`src/rtl/snd_cpu_bus_if.sv`:
```
// rtl/snd_cpu_bus_if.sv - main-CPU to 8035 sound MCU bus interface: address latch, data mux, command path, DAC port.
// Define SND_CMD_FIFO_EN for the buffered command FIFO; otherwise a single-entry command latch is built.
module snd_cpu_bus_if #(
    parameter int ROM_AW     = 12,
    parameter int CMD_W      = 5,
    parameter int FIFO_DEPTH = 4
) (
    input  logic              I_CLK1,
    input  logic              I_RST,
    input  logic              I_ALE,
    input  logic              I_RDn,
    input  logic              I_PSENn,
    input  logic [7:0]        I_DBI,
    input  logic [ROM_AW-9:0] I_PBI,
    output logic [7:0]        O_DBO,
    output logic [ROM_AW-1:0] O_ROM_A,
    input  logic [7:0]        I_ROM_D,
    input  logic              I_CNF_EN,
    input  logic [ROM_AW-1:0] I_CNF_A,
    input  logic              I_CMD_WR,
    input  logic [CMD_W-1:0]  I_CMD_DAT,
    output logic              O_CMD_FULL,
    output logic              O_CMD_OVF,
    output logic              O_INTn,
    output logic              O_RSTn,
    input  logic [7:0]        I_PAI,
    output logic [7:0]        O_SOUND_DAT
);

    // Each strobe: one sampling stage plus one history stage; edges compare the two.
    logic ale_s, ale_h;
    logic rd_s, rd_h;
    logic wr_s, wr_h;
    logic ale_fall, rd_rise, wr_rise;

    logic [7:0]       addr_lo;
    logic [CMD_W-1:0] cmd_head;
    logic             cmd_avail;
    logic [7:0]       cmd_ext;
    logic [7:0]       dbo_next;

    assign ale_fall = ale_h & ~ale_s;
    assign rd_rise  = rd_s & ~rd_h;
    assign wr_rise  = wr_s & ~wr_h;

    assign O_ROM_A = I_CNF_EN ? I_CNF_A : {I_PBI, addr_lo};

    always_comb begin
        cmd_ext = '0;
        if (cmd_avail)
            cmd_ext[CMD_W-1:0] = cmd_head;
        dbo_next = (I_PSENn ? 8'h00 : I_ROM_D) | (I_RDn ? 8'h00 : cmd_ext);
    end

    always_ff @(posedge I_CLK1) begin
        if (I_RST) begin
            ale_s       <= 1'b0;
            ale_h       <= 1'b0;
            rd_s        <= 1'b1;
            rd_h        <= 1'b1;
            wr_s        <= 1'b0;
            wr_h        <= 1'b0;
            addr_lo     <= 8'h00;
            O_DBO       <= 8'h00;
            O_RSTn      <= 1'b0;
            O_SOUND_DAT <= 8'h80;
        end else begin
            ale_s       <= I_ALE;
            ale_h       <= ale_s;
            rd_s        <= I_RDn;
            rd_h        <= rd_s;
            wr_s        <= I_CMD_WR;
            wr_h        <= wr_s;
            if (ale_fall)
                addr_lo <= I_DBI;
            O_DBO       <= dbo_next;
            O_RSTn      <= ~I_CNF_EN;
            O_SOUND_DAT <= I_PAI;
        end
    end

`ifdef SND_CMD_FIFO_EN
    localparam int PW = $clog2(FIFO_DEPTH);
    localparam logic [PW:0] DEPTH_C = (PW+1)'(FIFO_DEPTH);

    logic [CMD_W-1:0] mem [FIFO_DEPTH];
    logic [PW-1:0]    wr_ptr, rd_ptr;
    logic [PW:0]      count;
    logic             full_now, pop_ok, push_ok;

    assign full_now  = (count == DEPTH_C);
    assign pop_ok    = rd_rise && (count != '0);
    // A pop in the same cycle frees the slot, so a full FIFO still accepts the push.
    assign push_ok   = wr_rise && (!full_now || pop_ok);
    assign cmd_head  = mem[rd_ptr];
    assign cmd_avail = (count != '0);

    always_ff @(posedge I_CLK1) begin
        if (I_RST) begin
            wr_ptr     <= '0;
            rd_ptr     <= '0;
            count      <= '0;
            O_CMD_OVF  <= 1'b0;
            O_CMD_FULL <= 1'b0;
            O_INTn     <= 1'b1;
        end else begin
            if (push_ok) begin
                mem[wr_ptr] <= I_CMD_DAT;
                wr_ptr      <= wr_ptr + 1'b1;
            end
            if (pop_ok)
                rd_ptr <= rd_ptr + 1'b1;
            case ({push_ok, pop_ok})
                2'b10:   count <= count + 1'b1;
                2'b01:   count <= count - 1'b1;
                default: count <= count;
            endcase
            if (wr_rise && !push_ok)
                O_CMD_OVF <= 1'b1;
            O_CMD_FULL <= full_now;
            O_INTn     <= (count == '0);
        end
    end
`else
    logic [CMD_W-1:0] cmd_lat;
    logic             cmd_vld;
    wire              unused_depth = (FIFO_DEPTH == 0);

    assign cmd_head   = cmd_lat;
    assign cmd_avail  = cmd_vld;
    assign O_CMD_FULL = 1'b0;
    assign O_CMD_OVF  = 1'b0;

    always_ff @(posedge I_CLK1) begin
        if (I_RST) begin
            cmd_lat <= '0;
            cmd_vld <= 1'b0;
            O_INTn  <= 1'b1;
        end else begin
            // A new command wins over a coincident read-completion.
            if (wr_rise) begin
                cmd_lat <= I_CMD_DAT;
                cmd_vld <= 1'b1;
            end else if (rd_rise) begin
                cmd_vld <= 1'b0;
            end
            O_INTn <= ~cmd_vld;
        end
    end
`endif

endmodule
```
`config.mk`:
```
export PLATFORM = sky130hd
export DESIGN_NAME = snd_cpu_bus_if
export DESIGN_NICKNAME = d
export VERILOG_FILES = /design/src/rtl/snd_cpu_bus_if.sv
export SDC_FILE = /design/constraint.sdc
export NUM_CORES = 1
export LEC_CHECK = 0
export CORE_UTILIZATION = 35
export DETAILED_ROUTE_END_ITERATION = 10
export PLACE_DENSITY = 0.73
export SYNTH_ARGS = -nofsm -noshare
export SYNTH_HDL_FRONTEND = slang
export SYNTH_SLANG_ARGS = --single-unit
export TNS_END_PERCENT = 100
```
`constraint.sdc`:
```
create_clock -name I_CLK1 -period 2.25 [get_ports I_CLK1]
set_input_delay 0.45 -clock I_CLK1 [delete_from_list [all_inputs] [get_ports I_CLK1]]
set_output_delay 0.45 -clock I_CLK1 [all_outputs]
set_load 0.02 [all_outputs]
```
==> results of run 1 <==
final cells by class:
type,count,area [µm²],area share
clock buffer,5,68.8,0.0276
clock inverter,3,40.0,0.0161
inverter,5,18.8,0.00754
multi-input combinational,83,702,0.282
sequential,38,761,0.306
tap,50,62.6,0.0251
timing repair buffer,84,837,0.336
worst max-delay path, stage by stage:
cell	delay, ns
clkdlybuf4s50_1	0.50
buf_4	0.18
mux2_4	0.30
dlygate4sd2_1	0.32
repair_timing:
action	CTS	global route
endpoints found under the setup margin	12	3
gates cloned	0	0
resized for setup	12	3
pin swaps	0	0
metrics by stage:
stage	hold WS, ns	setup slack (ns)	utilization	TNS (ns)	area (µm²)
2_1_floorplan	0.392	0.872	-	0	1550
3_3_place_gp	0.411	-0.163	0.581	-1.70	2390
3_5_place_dp	0.419	-0.198	0.581	-1.91	2390
4_1_cts	0.443	0.0264	0.604	0	2480
5_1_grt	0.471	0.00378	0.605	0	2490
6_report	0.437	0.0401	0.605	0	2490
worst max-delay path by stage:
stage                     slack [ns]     start          end
after floorplan                 0.87  I_CNF_EN  O_ROM_A[10]
after global placement         -0.16  I_CNF_EN  O_ROM_A[11]
final                           0.04  I_CNF_EN   O_ROM_A[8]
after global routing           0.004  I_CNF_EN   O_ROM_A[8]
after CTS                       0.03  I_CNF_EN   O_ROM_A[0]
after detailed placement       -0.20  I_CNF_EN   O_ROM_A[0]
cell families (layout without fill, tap and decap cells):
kind of cell           count (synthesis)  count (layout)  synth area share
AOI/OAI and AO/OA                     19              19            0.0958
buffers and inverters                 13              97            0.0536
DFF                                   38              38             0.494
muxes                                 12              12             0.110
other                                  1               2           0.00243
and+or+nand+nor                       50              50             0.245
cells in the mapped netlist (3+ instances only):
| library cell | instances | share of area |
|---|---|---|
| dfxtp_1 | 38 | 0.49 |
| nand2b_1 | 15 | 0.061 |
| nand4bb_1 | 13 | 0.095 |
| nor2b_1 | 12 | 0.049 |
| mux2_4 | 9 | 0.088 |
| o21ai_2 | 8 | 0.045 |
| inv_1 | 5 | 0.012 |
| o21ai_1 | 5 | 0.016 |
| o32ai_1 | 4 | 0.023 |
| and2_1 | 3 | 0.012 |
| buf_2 | 3 | 0.0097 |
| buf_6 | 3 | 0.022 |
| mux2_1 | 3 | 0.022 |
| or2_1 | 3 | 0.012 |
report_power, final:
group	switching, mW	total, mW	internal [mW]
combinational	0.102	0.274	0.171
sequential	0.0142	0.717	0.703
clock	0.232	0.558	0.326
layer usage:
metal	vias up	part of all wire
met3	5	0.084
met5	-	0
met4	0	0.011
met1	562	0.40
li1	626	-
met2	48	0.50
state kept, by name (all words and copies together), names as in the netlist:
| name | cells |
|---|---|
| wr_s | 1 |
| ale_h | 1 |
| O_RSTn | 1 |
| wr_h | 1 |
| rd_s | 1 |
| rd_h | 1 |
| O_SOUND_DAT | 8 |
| cmd_avail | 1 |
| addr_lo | 8 |
| cmd_head | 5 |
| ale_s | 1 |
| O_DBO | 8 |
| O_INTn | 1 |
==> qor.yml, run 1 <==
ios: 84
final_common_cell: "clkdlybuf4s50_1"
htreeDepth: 2
clk_pin_slew_ns: 0.07
rrSetupSlack_ns: 1.24
power_mw: 1.55
synth_cell_types: 20
grt_overflow: 0
synth_edf_count: 0
gr-usage-met2: 0.261
skew_ns: 0.00239
synth-seq-cells: 38
ir_worst_vdd_mv: 0.339
n_fill_cell: 340
r2r-start: "ale_h$_SDFF_PP0_"
die_w_um: 68.4
grt_pass1_wl_mm: 5.09
maxSlewViolCount: 0
cts_setup_buffers: 0
dp_hpwl_mm: 2.57
io_buffers: 81
dieArea_um2: 4670
antenna_found_initial: 0
insertion_delay_ns: 0.29
hold_depth: 1
yosys_warnings: 0
grt_busiest_layer: "met2"
place.gp.congestion: 0.666
final_cell_mix: "69 x clkdlybuf4s50_1, 38 x dfxtp_1, 15 x nand2b_1"
cts_hold_buf: 0
fp.dieH_um: 68.4
clk_path_buf_depth: 2
fmax_ghz: 0.453
drt_iter0_drc: 50
grt_setup_unrepaired: "no"
num_vias: 1241
area_growth_pct: 61.5
post_drt_wl_per_cell_um: 12.4
clock-sinks: 38
via_per_inst: 4.63
post-place-cells: 260
hp-class: "reg -> reg"
synth-seq-area-share: 0.494
start_util: 0.375
syn_area_um2: 1540
cp-start-kind: "primary input"
min_to: "O_INTn$_SDFF_PP1_"
end_kind: "output pin"
grtUsageMet1: 0.153
first_pass_iters: 4
p_leak_nw: 0.989
setup_viol_count_final: 0
p_per_area_nw_per_um2: 622
drtAntennaViolNets: 0
hp-start: "cmd_avail$_SDFFE_PP0P_"
status: "finished clean"
cp_max_fo: 6
use_met3: 0.0517
min_period_ns: 2.21
diodes: 0
worst-r2r-cell-count: 2
cts_tree: "built"
instances_no_fill: 268
cts_buffers: 5
grt_pass1_vias: 1182
rows: 23
crit_required_ns: 1.80
core_area_um2: 4120
globalRouteTotalUtil: 0.146
finalHoldViolCount: 0
criticalPathCategory: "in -> out"
synth_area_per_cell_um2: 11.6
layout.nets: 269
wirelength_mm: 3.32
synthFlopType: "dfxtp_1"
grt_start_max_net_pins: 49
drc: 0
synthesis.instances: 133
arrival_ns: 1.76
ctsRootBufferMaster: "clkbuf_8"
timing.rr.end: "addr_lo[5]$_SDFFE_PP0P_"
timing.final.crit_share: 0.982
ys_async_sr_fraction: 0
max-cap-violations: 0
drive_above_1_share: 0.133
Power figures use the tool's default switching activity.
==> run 2, diff against run 1 <==
- ABC_AREA: not set -> 1
- GPL_ROUTABILITY_DRIVEN: not set -> 0
- PLACE_DENSITY: 0.73 -> not set
- PLACE_DENSITY_LB_ADDON: not set -> 0.08
==> run 2 against run 1 <==
Synthesized cell count increased by 56%; combinational power about the same; first-iteration DRC count up 8.0%; utilization decreased by 0.90 points; critical path depth up 1; global-route usage up 1.1 points; worst hold slack lost 0.0090 ns.
==> qor.yml, run 2 <==
clock-sinks: 38  # unchanged
power_mw: 1.43  # -7.4%
drc: 0  # unchanged
drive_above_1_share: 0.0621  # -0.0710
synth-compound-area-share: 0.0724  # -0.0233
synth_largest_area_cell: "dfxtp_1"
grt_setup_unrepaired: "no"
drtAntennaViolNets: 0  # unchanged
grt_start_max_net_pins: 26  # -47%
end_kind: "output pin"
via_per_inst: 4.18  # -9.7%
wirelength_mm: 3.20  # -3.8%
synth.area.top_cells: "dfxtp_1 51%, inv_1 12%, nor2_1 11%, nand2_1 7.0%, nand3_1 6.0%"
hold_depth: 2  # +1
io_buffers: 81  # unchanged
final_common_cell: "clkdlybuf4s50_1"
reg.largest.list: "O_DBO: 8 flops, O_SOUND_DAT: 8 flops, addr_lo: 8 flops"
globalRouteTotalUtil: 0.157  # +0.0107
fin_ws_ns: 0.210  # +0.169 ns
die_w_um: 67.5  # -1.2%
cts_hold_buf: 0  # unchanged
first_pass_iters: 4  # unchanged
layout.nets: 342  # +27%
num_vias: 1422  # +15%
dp_slack_ns: -0.0782  # +0.120 ns
clk_path_buf_depth: 2  # unchanged
min_period_ns: 2.04  # -0.169 ns
start_util: 0.370  # -0.00425
synth_edf_count: 0  # unchanged
max-cap-violations: 0  # unchanged
status: "finished clean"
dieArea_um2: 4560  # -2.4%
ys_async_sr_fraction: 0  # unchanged
p_leak_nw: 1.13  # +14%
register_area_um2: 761  # unchanged
ctsRootBufferMaster: "clkbuf_8"
hp-class: "reg -> reg"
synth-seq-area-share: 0.506  # +0.0127
synth.area.mux_share: 0  # -0.110
yosys-top-cells-count: "47 x inv_1, 43 x nor2_1, 38 x dfxtp_1"
post_drt_wl_per_cell_um: 9.40  # -24%
ir_worst_vdd_mv: 0.408  # +20%
synthXorXnorAreaFrac: 0  # unchanged
yosysTopAreaCellShare: 0.506  # +0.0127
maxSlewViolCount: 0  # unchanged
drt_iter0_drc: 54  # +8.0%
synthAdderAreaFrac: 0  # unchanged
grt_pass1_wl_mm: 5.24  # +2.8%
htreeDepth: 2  # unchanged
synth_top_family_by_area: "simple AND/OR/NAND/NOR gates"
criticalPathCategory: "in -> out"
fp.dieH_um: 67.5  # -1.2%
antenna_found_initial: 0  # unchanged
fmax_ghz: 0.490  # +8.3%
n_fill_cell: 387  # +14%
rows: 23  # unchanged
final_util: 0.596  # -0.00899
insertion_delay_ns: 0.28  # about the same
skew_ns: 0.00289  # +0.000495 ns
dp_hpwl_mm: 2.49  # -3.2%
synth-simple-area-share: 0.261  # +0.0155
grt_overflow: 0  # unchanged
timing.final.crit_share: 0.907  # -0.0753
finalHoldViolCount: 0  # unchanged
core_area_um2: 4060  # -1.4%
cts_buffers: 5  # unchanged
cts_tree: "built"
yosysMostFrequentCell: "inv_1"
area_growth_pct: 60.9
p_per_area_nw_per_um2: 593  # -4.7%
synth_cell_types: 15  # -25%
diodes: 0  # unchanged
ios: 84  # unchanged
clk_pin_slew_ns: 0.07  # about the same
arrival_ns: 1.59  # -0.17 ns
synthesis.instances: 207  # +56%
grt_pass1_vias: 1217  # +3.0%
yosys_warnings: 0  # unchanged
crit_required_ns: 1.80  # about the same
synth_area_per_cell_um2: 7.26  # -37%
synth-seq-cells: 38  # unchanged
worst-r2r-cell-count: 4  # +2
multiInputGateArea_um2: 508  # -28%
cp-start-kind: "primary input"
synthFlopType: "dfxtp_1"
cp_max_fo: 25  # +19
setup_viol_count_final: 0  # unchanged
final_cell_mix: "69 x clkdlybuf4s50_1, 47 x inv_1, 43 x nor2_1"
syn_area_um2: 1500  # -2.5%
[run 2: cell types whose count changed after synthesis, sizes merged, moves of 13 or more]
| cell | before | now |
|---|---|---|
| inv | 5 | 49 |
| nor2 | 2 | 45 |
| nand2b | 15 | 0 |
| nand4bb | 13 | 0 |
| nand3 | 0 | 18 |
| nand2 | 0 | 28 |
[run 2: power by group]
part / internal (mW) / leakage (nW) / switching (mW)
logic: 0.152 / 0.782 / 0.123
registers: 0.708 / 0.314 / 0.0175
clock network: 0.212 / 0.0373 / 0.221
[run 2: what timing repair did]
action / 4_1_cts / 5_1_grt
endpoints found under the setup margin: 12 / 0
buffers inserted: 0 / 0
gates resized for setup: 12 / 0
[run 2: kinds of logic after synthesis]
| logic type | after synthesis |
|---|---|
| flip-flops | 38 |
| buffers and inverters | 57 |
| AO/OA/AOI/OAI | 18 |
| AND/OR/NAND/NOR | 93 |
| other | 1 |
[run 2: per-stage QoR]
stage	area [µm²]	setup TNS [ns]	std cells	hold WS [ns]
global route	2420	0	340	0.471
floorplan	1510	0	208	0.400
detailed placement	2350	-0.745	333	0.420
finish	2420	0	340	0.428
global placement	2350	-0.583	333	0.416
CTS	2420	0	340	0.439
[run 2: layout make-up]
cell class	instances	area share
timing repair buffer	83	0.340
clock buffer	6	0.0300
tap	50	0.0259
sequential	38	0.315
inverter	49	0.0760
multi-input combinational	113	0.210
clock inverter	1	0.00310
[run 2: final timing paths]
check	from	to	slack (ns)
max reg2reg	ale_h$_SDFF_PP0_	addr_lo[5]$_SDFFE_PP0P_	1.25
max	I_CNF_EN	O_ROM_A[4]	0.21
min reg2reg	rd_s$_SDFF_PP1_	rd_h$_SDFF_PP1_	0.43
min	rd_s$_SDFF_PP1_	rd_h$_SDFF_PP1_	0.43
[run 2: critical path, cell delays in order]
cell             delay, ns
clkdlybuf4s50_1       0.50
buf_12                0.16
nand2_1               0.05
o21ai_0               0.06
dlygate4sd2_1         0.36
[run 2: per-layer routing]
| layer | share of wire | wire (µm) | vias to the layer above | track usage |
|---|---|---|---|---|
| li1 | - | - | 764 | - |
| met1 | 0.44 | 1410 | 596 | 0.192 |
| met2 | 0.42 | 1330 | 57 | 0.228 |
| met3 | 0.13 | 426 | 5 | 0.0845 |
| met4 | 0.011 | 34 | 0 | 0.0638 |
| met5 | 0 | 0 | - | 0 |
==> patch: new RTL, settings of run 1 <==
Change the parameter `ROM_AW` from 12 to 10.
--- a/src/rtl/snd_cpu_bus_if.sv
+++ b/src/rtl/snd_cpu_bus_if.sv
@@ -1,7 +1,7 @@
 // rtl/snd_cpu_bus_if.sv - main-CPU to 8035 sound MCU bus interface: address latch, data mux, command path, DAC port.
 // Define SND_CMD_FIFO_EN for the buffered command FIFO; otherwise a single-entry command latch is built.
 module snd_cpu_bus_if #(
-    parameter int ROM_AW     = 12,
+    parameter int ROM_AW     = 10,
     parameter int CMD_W      = 5,
     parameter int FIFO_DEPTH = 4
 ) (
Interface: changed (resized I_CNF_A, I_PBI and O_ROM_A); port bits go from 84 to 78. The function was not compared with the original's and may differ.
==> patch against run 1 <==
- wire length rose by 2.6%
- cell area fell by 6.1%
- synthesized area fell by 3.9%
- power fell by 10%
- clock skew rose by 0.0032 ns
- sequential cell count did not move
- die area fell by 3.8%
- setup slack improved by 0.012 ns
- critical path type unchanged
- critical endpoint is now O_ROM_A[5]
- largest power group unchanged
- highest routed layer unchanged
==> patch: results (changes against run 1) <==
| Metric | Value |
|---|---|
| Dpl cell area | `0.002273 sq mm (-4.9%)` |
| Detailed Place HPWL | `2617 um (+1.7%)` |
| Crit path DAT | `between 1.5 and 2 ns` |
| Multiplexer share of the synthesized area | `0.07601 (-0.03356)` |
| CTS Buf Count | `5 (unchanged)` |
| Share of layout cells above drive strength 1 | `0.1292 (-0.003841)` |
| DR iter-0 viols | `30 (-40%)` |
| Port Buffers | `75 (-7.4%)` |
| Largest delay contributor family on the critical path | `buffers and inverters` |
| P_sw | `316.7 uW (-9.0%)` |
| First-pass GRT wire length | `5326 um (+4.6%)` |
| Compound-Gate Fraction of Synth Area | `0.09966 (+0.003883)` |
| Drt via density | `4.618 (-0.28%)` |
| Worst VDD drop | `0.0004286 V (+26%)` |
| Critical path origin | `I_CNF_EN` |
| Worst r2r dst | `addr_lo[5]` |
| Layout Nets | `257 (-4.5%)` |
| Yosys cell types | `20 (unchanged)` |
| Setup CP Type | `input port to output port` |
| Layout Skew | `0.005637 ns (+0.003243 ns)` |
| Fin Hold WS | `0.4388 ns (+0.002194 ns)` |
| Clock Latency Late Sink | `about 0.28 ns` |
| Detailed Route WL | `3409 um (+2.6%)` |
| Proportion of synthesized chip area in sequential cells | `0.5135 (+0.02001)` |
| Global-route usage over all layers | `0.1627 (+0.01650)` |
| CP Capture Point | `O_ROM_A[5]` |
| Largest net degree at the start of global routing | `30 (-39%)` |
| Status | `finished, final reports clean` |
| Reg2reg path depth | `2 (unchanged)` |
| Ranking of synthesized cells by area | `dfxtp_1 51%, nand4bb_1 9.9%, mux2_2 7.6%` |
| Adder-cell area share of the yosys netlist | `0 (unchanged)` |
| Leakage | `0.0009037 uW (-8.7%)` |
| Most frequent cells after synthesis | `38 x dfxtp_1, 15 x nand2b_1, 13 x nand4bb_1` |
| Max FO, Critical Path | `11 (+5)` |
| GPL Wtd Cong | `0.6932 (+4.0%)` |
patch: changes by cell type after synthesis, moves of 2 or more:
cell	run 1	this run
mux2_2	0	10
mux2_4	9	0
o21ai_0	0	5
o21ai_1	5	0
mux2_1	3	0
buf_2	3	1
clkbuf_2	0	2
patch: stage by stage:
step                total power [uW]  std cells  setup slack (ns)  setup TNS, ns
finish                          1386        259           0.05224              0
CTS                             1404        259           0.04505              0
global route                    1458        259           0.01616              0
detailed placement             991.9        252           -0.1770         -1.628
global placement               984.1        252           -0.1601         -1.530
floorplan                      843.7        132            0.8148              0
patch: metal layers:
metal  global-route usage  wire, um  up-vias
li1                     -         -      602
met2               0.2475      1562       56
met5                    0         0        -
met3              0.08390       343        6
met4              0.07181        75        0
met1               0.1878      1428      532
patch: area by class of cell:
type	instances	area, sq um
multi-input combinational	81	645.6
sequential	38	760.7
timing repair buffer	78	773.2
inverter	5	18.77
fill	354	1692
tap	50	62.56
clock buffer	7	76.32
patch: power by group through the flow:
stage               Clock [uW]  Combinational (uW)  Sequential (uW)
detailed placement           0                 258              734
finish                     420                 248              718
floorplan                    0                94.5              749
CTS                        435                 250              719
global placement             0                 253              732
global route               471                 265              721
patch: worst min-delay path by stage:
stage              start  endpoint  cells past startpoint
5_1_grt        cmd_avail    O_INTn                      1
3_5_place_dp        rd_s      rd_h                      1
6_report            rd_s      rd_h                      1
4_1_cts             rd_s      rd_h                      1
3_3_place_gp   cmd_avail    O_INTn                      1
2_1_floorplan  cmd_avail    O_INTn                      1
patch: what timing repair did:
item,in CTS,in global routing
setup endpoints to repair,10,0
endpoints found under the hold margin,0,0
gates resized for setup,10,0
patch: cell families (layout without fill, tap and decap cells):
group                  after synthesis  count (layout)
buffers and inverters               13              90
other                                1               2
AND/OR/NAND/NOR                     50              50
AO/OA/AOI/OAI                       19              19
multiplexers                        10              10
flip-flops                          38              38
patch: worst register-to-register path, cell delays in order (launching register included):
cell,delay [ns]
dfxtp_1,0.50
and2b_4,0.31
o21ai_2,0.08
